--- src/rtl/duart_pkg.sv ---
// Baud-rate tables, select-code constants and divisor helper shared by the
// MC68681 channel baud-rate generator.
package duart_pkg;

    localparam int unsigned BRG_DIV_W = 16;
    typedef logic [BRG_DIV_W-1:0] brg_div_t;

    localparam logic [3:0] BAUD_DISABLED_D = 4'hD;
    localparam logic [3:0] BAUD_DISABLED_E = 4'hE;
    localparam logic [3:0] BAUD_DISABLED_F = 4'hF;
    localparam logic [3:0] BAUD_CODE_9600  = 4'hB;
    localparam logic [7:0] CSR_RESET       = {BAUD_CODE_9600, BAUD_CODE_9600};

    // Baud rate times ten so that 134.5 baud stays an integer.
    localparam int unsigned BAUD_X10_SET1 [13] = '{
        500, 1100, 1345, 2000, 3000, 6000, 12000, 10500,
        24000, 48000, 72000, 96000, 384000
    };
    localparam int unsigned BAUD_X10_SET2 [13] = '{
        750, 1100, 1345, 1500, 3000, 6000, 12000, 20000,
        24000, 48000, 18000, 96000, 192000
    };

    function automatic logic code_disabled(input logic [3:0] code);
        return code inside {BAUD_DISABLED_D, BAUD_DISABLED_E, BAUD_DISABLED_F};
    endfunction

    // Only ever called with constant arguments, so it folds to a table entry.
    function automatic brg_div_t baud_div(input logic [3:0] code, input logic set,
                                          input int unsigned clk_hz);
        longint unsigned b;
        longint unsigned d;
        if (code_disabled(code)) begin
            return brg_div_t'(1);
        end
        b = set ? 64'(BAUD_X10_SET2[code]) : 64'(BAUD_X10_SET1[code]);
        d = (64'(clk_hz) * 64'd10) / (64'd16 * b);
        if (d == 64'd0) begin
            d = 64'd1;
        end
        return brg_div_t'(d);
    endfunction

endpackage

--- src/rtl/brg_counter.sv ---
// Reloading down-counter producing a registered one-cycle tick every div cycles.
module brg_counter #(
    parameter int unsigned      DIV_W   = 16,
    parameter logic [DIV_W-1:0] RST_CNT = '0
) (
    input  logic             clk,
    input  logic             reset,
    input  logic             load,
    input  logic             enable,
    input  logic [DIV_W-1:0] div,
    output logic             tick
);

    logic [DIV_W-1:0] cnt_q, cnt_d;
    logic             tick_q, tick_d;

    always_comb begin
        // NOTE: defaults first so every path assigns both signals and no latch is inferred.
        cnt_d  = cnt_q;
        tick_d = 1'b0;
        if (load) begin
            cnt_d = div - DIV_W'(1);
        end else if (enable) begin
            if (cnt_q == '0) begin
                cnt_d  = div - DIV_W'(1);
                tick_d = 1'b1;
            end else begin
                cnt_d = cnt_q - DIV_W'(1);
            end
        end
    end

    always_ff @(posedge clk or posedge reset) begin
        // NOTE: non-blocking assignments keep every register sampling pre-edge values.
        if (reset) begin
            cnt_q  <= RST_CNT;
            tick_q <= 1'b0;
        end else begin
            cnt_q  <= cnt_d;
            tick_q <= tick_d;
        end
    end

    assign tick = tick_q;

endmodule

--- src/rtl/duart_baud_gen.sv ---
// Clock Select Register plus independent RX/TX 16x baud tick generators for one
// DUART channel; ACR[7] picks the baud table set.
module duart_baud_gen
    import duart_pkg::*;
#(
    parameter int unsigned CLK_HZ = 3686400,
    parameter int unsigned DIV_W  = 16
) (
    input  logic       clk,
    input  logic       reset,
    input  logic       cs,
    input  logic       rw,
    input  logic       acr7,
    input  logic [7:0] data,
    output logic       RxTick16,
    output logic       TxTick16,
    output logic [7:0] csr
);

    localparam logic [DIV_W-1:0] RST_CNT =
        DIV_W'(baud_div(BAUD_CODE_9600, 1'b0, CLK_HZ)) - DIV_W'(1);

    logic [7:0]       csr_q, csr_d;
    logic             acr7_q;
    logic             wr_csr, load;
    logic [DIV_W-1:0] div_tbl [32];
    logic [DIV_W-1:0] rx_div, tx_div;

    // Index is {set, code}; every entry is an elaboration-time constant.
    for (genvar i = 0; i < 32; i++) begin : g_div_tbl
        localparam logic [DIV_W-1:0] DIV = DIV_W'(baud_div(4'(i % 16), 1'(i / 16), CLK_HZ));
        assign div_tbl[i] = DIV;
    end

    assign wr_csr = cs & ~rw;
    assign csr_d  = wr_csr ? data : csr_q;
    // A write and an ACR[7] change on one edge collapse into a single load.
    assign load   = wr_csr | (acr7 != acr7_q);
    assign rx_div = div_tbl[{acr7, csr_d[7:4]}];
    assign tx_div = div_tbl[{acr7, csr_d[3:0]}];

    always_ff @(posedge clk or posedge reset) begin
        if (reset) begin
            csr_q  <= CSR_RESET;
            acr7_q <= 1'b0;
        end else begin
            csr_q  <= csr_d;
            acr7_q <= acr7;
        end
    end

    brg_counter #(.DIV_W(DIV_W), .RST_CNT(RST_CNT)) u_rx_cnt (
        .clk    (clk),
        .reset  (reset),
        .load   (load),
        .enable (!code_disabled(csr_d[7:4])),
        .div    (rx_div),
        .tick   (RxTick16)
    );

    brg_counter #(.DIV_W(DIV_W), .RST_CNT(RST_CNT)) u_tx_cnt (
        .clk    (clk),
        .reset  (reset),
        .load   (load),
        .enable (!code_disabled(csr_d[3:0])),
        .div    (tx_div),
        .tick   (TxTick16)
    );

    assign csr = csr_q;

endmodule

--- config.mk ---
export PLATFORM = sky130hd
export DESIGN_NAME = duart_baud_gen
export DESIGN_NICKNAME = d
export VERILOG_FILES = /design/src/rtl/duart_pkg.sv /design/src/rtl/brg_counter.sv /design/src/rtl/duart_baud_gen.sv
export SDC_FILE = /design/constraint.sdc
export NUM_CORES = 1
export LEC_CHECK = 0
export ABC_AREA = 1
export CAP_MARGIN = 10
export CORE_MARGIN = 2
export CORE_UTILIZATION = 40
export CTS_CLUSTER_DIAMETER = 40
export DETAILED_ROUTE_END_ITERATION = 10
export HOLD_SLACK_MARGIN = 0.08
export PLACE_DENSITY_LB_ADDON = 0.12
export SETUP_SLACK_MARGIN = 0.5
export SKIP_LAST_GASP = 1
export SYNTH_ARGS = -nofsm -noshare
export SYNTH_HDL_FRONTEND = slang
export SYNTH_SLANG_ARGS = --single-unit
--- constraint.sdc ---
create_clock -name clk -period 4.9 [get_ports clk]
set_input_delay 1.47 -clock clk [delete_from_list [all_inputs] [get_ports clk]]
set_output_delay 1.47 -clock clk [all_outputs]
set_load 0.05 [all_outputs]
## Word-level counts from Yosys, hierarchy flattened

Memory sizes are Yosys's and may differ from the RTL's.
Index checks and enable logic that the tools add are counted.

| word-level totals | value |
|---|---|
| bits in registers | 43 |
| bits in read-only memories | 1024 |
| input port bits | 13 |
| output and inout port bits | 10 |
| word-level logic and storage cells | 49 |
| memories kept | 2 |

| operators by class | value |
|---|---|
| add/subtract/negate cells | 4 |
| magnitude comparators | 2 |
| eq/ne operators | 9 |
| mux-type cells | 17 |
| bitwise gates (word level) | 5 |
| reduce and logical (&&, ||, !) cells | 4 |

Memories:

| name | depth | width | read ports | clocked after memory_dff | wr ports | RTL line | source |
|---|---|---|---|---|---|---|---|
| (no name shown) | 32 | 16 | 1 | 0 | 0 | duart_baud_gen.sv:40 | `assign tx_div = div_tbl[{acr7, csr_d[3:0]}];` |
| (no name shown) | 32 | 16 | 1 | 0 | 0 | duart_baud_gen.sv:39 | `assign rx_div = div_tbl[{acr7, csr_d[7:4]}];` |

Operator list:

| operator | count |
|---|---|
| 16-bit 2-to-1 mux | 10 |
| 16-bit by 1-bit subtractor with 16-bit output (second input constant) | 4 |
| 16-bit zero test | 2 |
| 4-bit equality test (second input constant) | 6 |
| 6-bit greater-or-equal comparator (second input constant) | 2 |
| 5-bit NOT with 6-bit output | 2 |
| 8-bit 2-to-1 mux | 1 |
| 1-bit 2-to-1 mux | 6 |
| 3-bit nonzero test | 2 |
| 2-bit inequality test (second input constant) | 2 |
| 1-bit AND | 1 |
| 1-bit inequality test | 1 |
| 1-bit NOT | 1 |
| 1-bit OR | 1 |

## Depth between registers and ports, before layout

| logic depth | value |
|---|---|
| word-level depth | 11 |
| mapped depth | 22 |
| depth with buffers taken out | 21 |

## Hierarchy

A second synthesis with hierarchy kept.

| unflattened totals | value |
|---|---|
| cell total of the unflattened synthesis | 739 |
| area, all modules | 4647.0 um2 |

Modules (own cells, without submodules):

| module | times used | cells each | area each (um2) | seq. area each (um2) |
|---|---|---|---|---|
| brg_counter at u_tx_cnt | 1 | 273 | 1706.6 | 430.4 |
| brg_counter at u_rx_cnt | 1 | 262 | 1617.8 | 430.4 |
| duart_baud_gen | 1 | 204 | 1322.5 | 232.7 |

## Worst setup path before layout

Ideal clock, no wire load.

| timing | value |
|---|---|
| kind | input to register |
| start point | in cs |
| end point | reg u_rx_cnt.cnt_q[10] |
| library setup time | 117 ps |
| data arrival time | 3706 ps |
| data required time | 4783 ps |
| path slack | 1078 ps |
| cell stages on the path | 18 |
| path buffers | 0 |
| cell sequence | inv_1 -> nor2_4 -> o21ai_0 -> inv_1 -> ha_1 -> nand3_1 -> nand3_1 -> nand2_1 -> ha_1 -> nand2_2 -> nor2_4 -> nand2_2 -> nor2_2 -> nand2_1 -> nand2_1 -> nand3_1 -> nand2_1 -> nand2_1 |

| between the ends | value |
|---|---|
| longest elaborated chain between the ends | 10 |
| elaborated cells between the ends (all ways) | 16 |
| those cells by class | add/sub: 1; eq/ne: 4; mux: 6; bitwise: 3; reduce/logical: 1; memory: 1 |

Ends and longest elaborated chain:

| what | RTL line | source |
|---|---|---|
| start: declaration | duart_baud_gen.sv:11 | `input logic cs,` |
| 1-bit AND (*) | duart_baud_gen.sv:35 | `assign wr_csr = cs & ~rw;` |
| 8-bit 2-to-1 mux (*) | duart_baud_gen.sv:36 | `assign csr_d = wr_csr ? data : csr_q;` |
| via csr_d[4] | duart_baud_gen.sv:23 | `logic [7:0] csr_q, csr_d;` |
| 5-bit NOT with 6-bit output (implied by the code) | duart_baud_gen.sv:39 |  |
| memory 32 x 16 bit | - |  |
| 16-bit 2-to-1 mux (implied by the code) (2 in a row) | duart_baud_gen.sv:39 |  |
| 16-bit by 1-bit subtractor with 16-bit output | brg_counter.sv:22, brg_counter.sv:25 |  |
| 16-bit 2-to-1 mux | brg_counter.sv:24 | `if (cnt_q == '0) begin` |
| 16-bit 2-to-1 mux | brg_counter.sv:23 | `end else if (enable) begin` |
| 16-bit 2-to-1 mux | brg_counter.sv:21 | `if (load) begin` |
| end signal: assignment | brg_counter.sv:39 | `cnt_q <= cnt_d;` |
| end: declaration | brg_counter.sv:14 | `logic [DIV_W-1:0] cnt_q, cnt_d;` |

Mark *: on every way through the listed nets, which the timed path passes. The rest lies on a longest branch. The select of a mux whose other input is x is not followed.
A chain may end at the register's enable or synchronous reset.

## Final worst setup path

| timing | value |
|---|---|
| start point | in rw |
| end point | reg u_tx_cnt.cnt_q[12] |

| between the ends | value |
|---|---|
| longest elaborated chain between the ends | 11 |
| elaborated cells between the ends (all ways) | 17 |
| those cells by class | add/sub: 1; eq/ne: 4; mux: 6; bitwise: 4; reduce/logical: 1; memory: 1 |

Ends and longest elaborated chain:

| what | RTL line | source |
|---|---|---|
| start: declaration | duart_baud_gen.sv:12 | `input logic rw,` |
| 1-bit NOT (*) | duart_baud_gen.sv:35 |  |
| 1-bit AND (*) | duart_baud_gen.sv:35 |  |
| 8-bit 2-to-1 mux (*) | duart_baud_gen.sv:36 |  |
| via csr_d[0] | duart_baud_gen.sv:23 |  |
| 5-bit NOT with 6-bit output (implied by the code) | duart_baud_gen.sv:40 |  |
| memory 32 x 16 bit | - |  |
| 16-bit 2-to-1 mux (implied by the code) (2 in a row) | duart_baud_gen.sv:40 |  |
| 16-bit by 1-bit subtractor with 16-bit output | brg_counter.sv:22, brg_counter.sv:25 |  |
| 16-bit 2-to-1 mux | brg_counter.sv:24 |  |
| 16-bit 2-to-1 mux | brg_counter.sv:23 |  |
| 16-bit 2-to-1 mux | brg_counter.sv:21 |  |
| end signal: assignment | brg_counter.sv:39 |  |
| end: declaration | brg_counter.sv:14 |  |

Marked as above.

==> flow_summary_export.csv <==
group,metric,value,unit
status,status,"complete, no violations",
synthesis,synth-edff-count,0,
clock_network,clk-insertion-delay-late,0.29,ns
sta,slew_violations,0,
clock_network,cts_sinks,43,
synthesis,avgSynthCellArea,6.56,sq um
clock_network,clk_pin_slew,0.09,ns
final_layout,fill_cells,1065,
routing,ant_nets,0,
routing,wl_per_cell,13.3,um
synthesis,synth_top_cell_by_area,"dfrtp_1",
routing,drtIter0Drc,261,
synthesis,synth-main-ff-cell,"dfrtp_1",
synthesis,synth.cell_area,0.00418,sq mm
global_route,grt_max_degree,44,
floorplanning,num_io_pins,23,
synthesis,yosysMostFrequentCell,"nand2_1",
floorplanning,rows,37,
min_path,hold_path_class,"reg -> reg",
routing,drtPass1Iterations,5,
clock_network,cts_tree,"yes",
final_layout,syn2layout_area_growth,10.7,%
sta,fin_crit_sh,82.7,%
global_route,globalRouteOverflowTotal,0,
synthesis,synth_cell_types,40,
clock_network,numCtsBuffers,5,
synthesis,synth-seq-cells,43,
place,gp_congestion,0.883,
routing,vias,4054,
power,p_leak,2.31,nW
synthesis,ys_seq_area_share,26.2,%
worst_setup_path,worst-path-max-fanout,11,
synthesis,async_flop_share,100,%
routing,route.detailed.drc,0,
global_route,grtUsageTotal,20.0,%
floorplanning,start_util,40.8,%
worst_setup_path,cp-end-kind,"flop",
routing,wl_met2,4870,um
worst_setup_path,ff2ff_setup_slack,2.28,ns
routing,via_per_inst,5.09,
routing,top_layer_used,"met4",
sta,tns,0,ns
routing,wirelength,10600,um
floorplanning,coreArea,0.0102,sq mm
place,numPortBuffers,22,
final_layout,diodes,0,
sta,clock_skew,0.00478,ns
sta,hold_violations,0,
final_layout,nNetsFinal,694,
sta,relSlewSlack,36.2,%
worst_setup_path,cp.required,5.13,ns
sta,worst_pin_slew,0.955,ns
sta,layout_min_cycle_time,4.05,ns
final_layout,layout-drive-gt1-share,12.7,%
power,vdd_drop_max,161,uV
run,max_cap_viol_count,0,
synthesis,synth.net_count,671,
worst_setup_path,critical_path_class,"in -> reg",
sta,setup_viol,0,
synthesis,yosysTopAreaCellShare,17.4,%
clock_network,clockRootBuffer,"clkbuf_8",
clock_network,cts_htree_levels,2,
global_route,antenna_found_initial,0,
synthesis,syn_inst,636,
floorplanning,die_h,106,um
routing,drt-met1-wl,5290,um
clock_network,hold_buffers,0,
worst_setup_path,worstPathArrival,4.28,ns
clock_network,cts_buffer_depth,2,
synthesis,synth_common_cells,"nand2_1, nand3_1, inv_1",
global_route,grt_pass1_wl,18500,um
routing,wl_met3,256,um
synthesis,yosys_warnings,0,
floorplanning,fp.dieW,106,um
floorplanning,die_area,0.0113,sq mm
sta,fin_hold_ws,0.508,ns
sta,timing.fmax,0.247,GHz
global_route,grt_pass1_vias,3953,
power,power.density,341,mW/mm^2
place,dpl.hpwl,8030,um
worst_setup_path,start_kind,"primary input",
synthesis,synth_area_leaders,"dfrtp_1, nand2_1, nand3_1",
sta,rsz0062_at_grt,"no",
-- per-layer routing --
metal | vias to the layer above | GRT usage [%]
met1 | 1875 | 27.3
met5 | - | 0
met2 | 56 | 32.5
met3 | 8 | 2.94
li1 | 2115 | -
met4 | 0 | 6.30
-- metrics by stage --
stage	utilization (%)	instance area (sq um)	setup WS, ns	cells	power, mW
finish	45.2	4620	0.849	796	1.58
global route	45.2	4620	0.577	796	1.74
CTS	45.0	4610	0.734	795	1.59
detailed placement	44.2	4530	0.432	787	1.35
global placement	44.2	4530	0.512	787	1.34
floorplan	-	4180	1.08	636	1.17
-- state kept, by name, indices dropped and copies added (netlist names) --
signal,flops
u_tx_cnt.tick,1
acr7_q,1
csr,8
u_rx_cnt.tick,1
u_tx_cnt.cnt_q,16
u_rx_cnt.cnt_q,16
-- critical path, cell delays in order --
cell             delay (ns)
clkdlybuf4s50_1        0.53
inv_2                  0.09
nand2_4                0.18
nand2_1                0.07
nand2_1                0.22
inv_1                  0.14
ha_1                   0.25
nand3_1                0.12
nand3_2                0.10
o21ai_2                0.10
ha_1                   0.22
nand2_2                0.08
nor2_2                 0.14
nand2_2                0.09
nor2_4                 0.15
nand3_1                0.12
nand3_1                0.11
nand2_1                0.06
nand2_1                0.06
-- logic make-up (layout without fill, tap and decap cells) --
kind of cell / count (synthesis) / count (layout) / synth area share [%]
and+or+nand+nor: 372 / 372 / 41.9
AOI/OAI and AO/OA: 93 / 93 / 12.8
buffers and inverters: 91 / 115 / 9.32
DFF: 43 / 43 / 26.2
adders and majority gates: 22 / 22 / 6.59
xor gates and xnor gates: 15 / 15 / 3.15
-- layout make-up --
cell class | instances | area [sq um] | area share [%]
clock buffer | 7 | 76.3 | 1.65
clock inverter | 1 | 5.00 | 0.108
inverter | 75 | 282 | 6.09
multi-input combinational | 502 | 2700 | 58.4
sequential | 43 | 1090 | 23.7
tap | 136 | 170 | 3.68
timing repair buffer | 32 | 298 | 6.44
-- layout by cell type (no fill, tap or decap), types with 8 or more instances in the layout --
cell type        instances
nand2_4                  8
nand4_1                 14
inv_1                   69
a21oi_1                 37
nand2_1                160
o21ai_1                 17
nor2_4                   8
xor2_1                  12
buf_4                   10
clkdlybuf4s50_1         21
nor3_1                   8
o21ai_0                 17
dfstp_2                 14
dfrtp_1                 29
nor2_1                  68
nand2_2                 14
ha_1                    22
nand3_1                 74
-- path summary, 6_finish.rpt --
kind	from	end	cells after the start
worst max-delay path	rw	u_tx_cnt.cnt_q[12]$_DFFE_PP0P_	19
worst min-delay path	u_tx_cnt.cnt_q[2]$_DFFE_PP1P_	u_tx_cnt.cnt_q[2]$_DFFE_PP1P_	2
min in group asynchronous	reset	u_tx_cnt.cnt_q[9]$_DFFE_PP0P_	2
worst min register to register	u_tx_cnt.cnt_q[2]$_DFFE_PP1P_	u_tx_cnt.cnt_q[2]$_DFFE_PP1P_	2
max in group asynchronous	reset	acr7_q$_DFF_PP0_	2
worst max register to register	csr[4]$_DFF_PP1_	u_rx_cnt.cnt_q[10]$_DFFE_PP0P_	18
-- power by group --
part	leakage, nW	internal (mW)	switching, mW
Combinational	1.76	0.278	0.520
Clock	0.0422	0.100	0.127
Sequential	0.512	0.468	0.0826
Total	2.31	0.846	0.730
-- repair_timing --
item,in CTS,in global routing
gates resized for setup,0,2
buffers inserted,0,1
endpoints found under the hold margin,0,0
setup endpoints to repair,0,5
No activity file was read; power rests on OpenSTA's default activity.
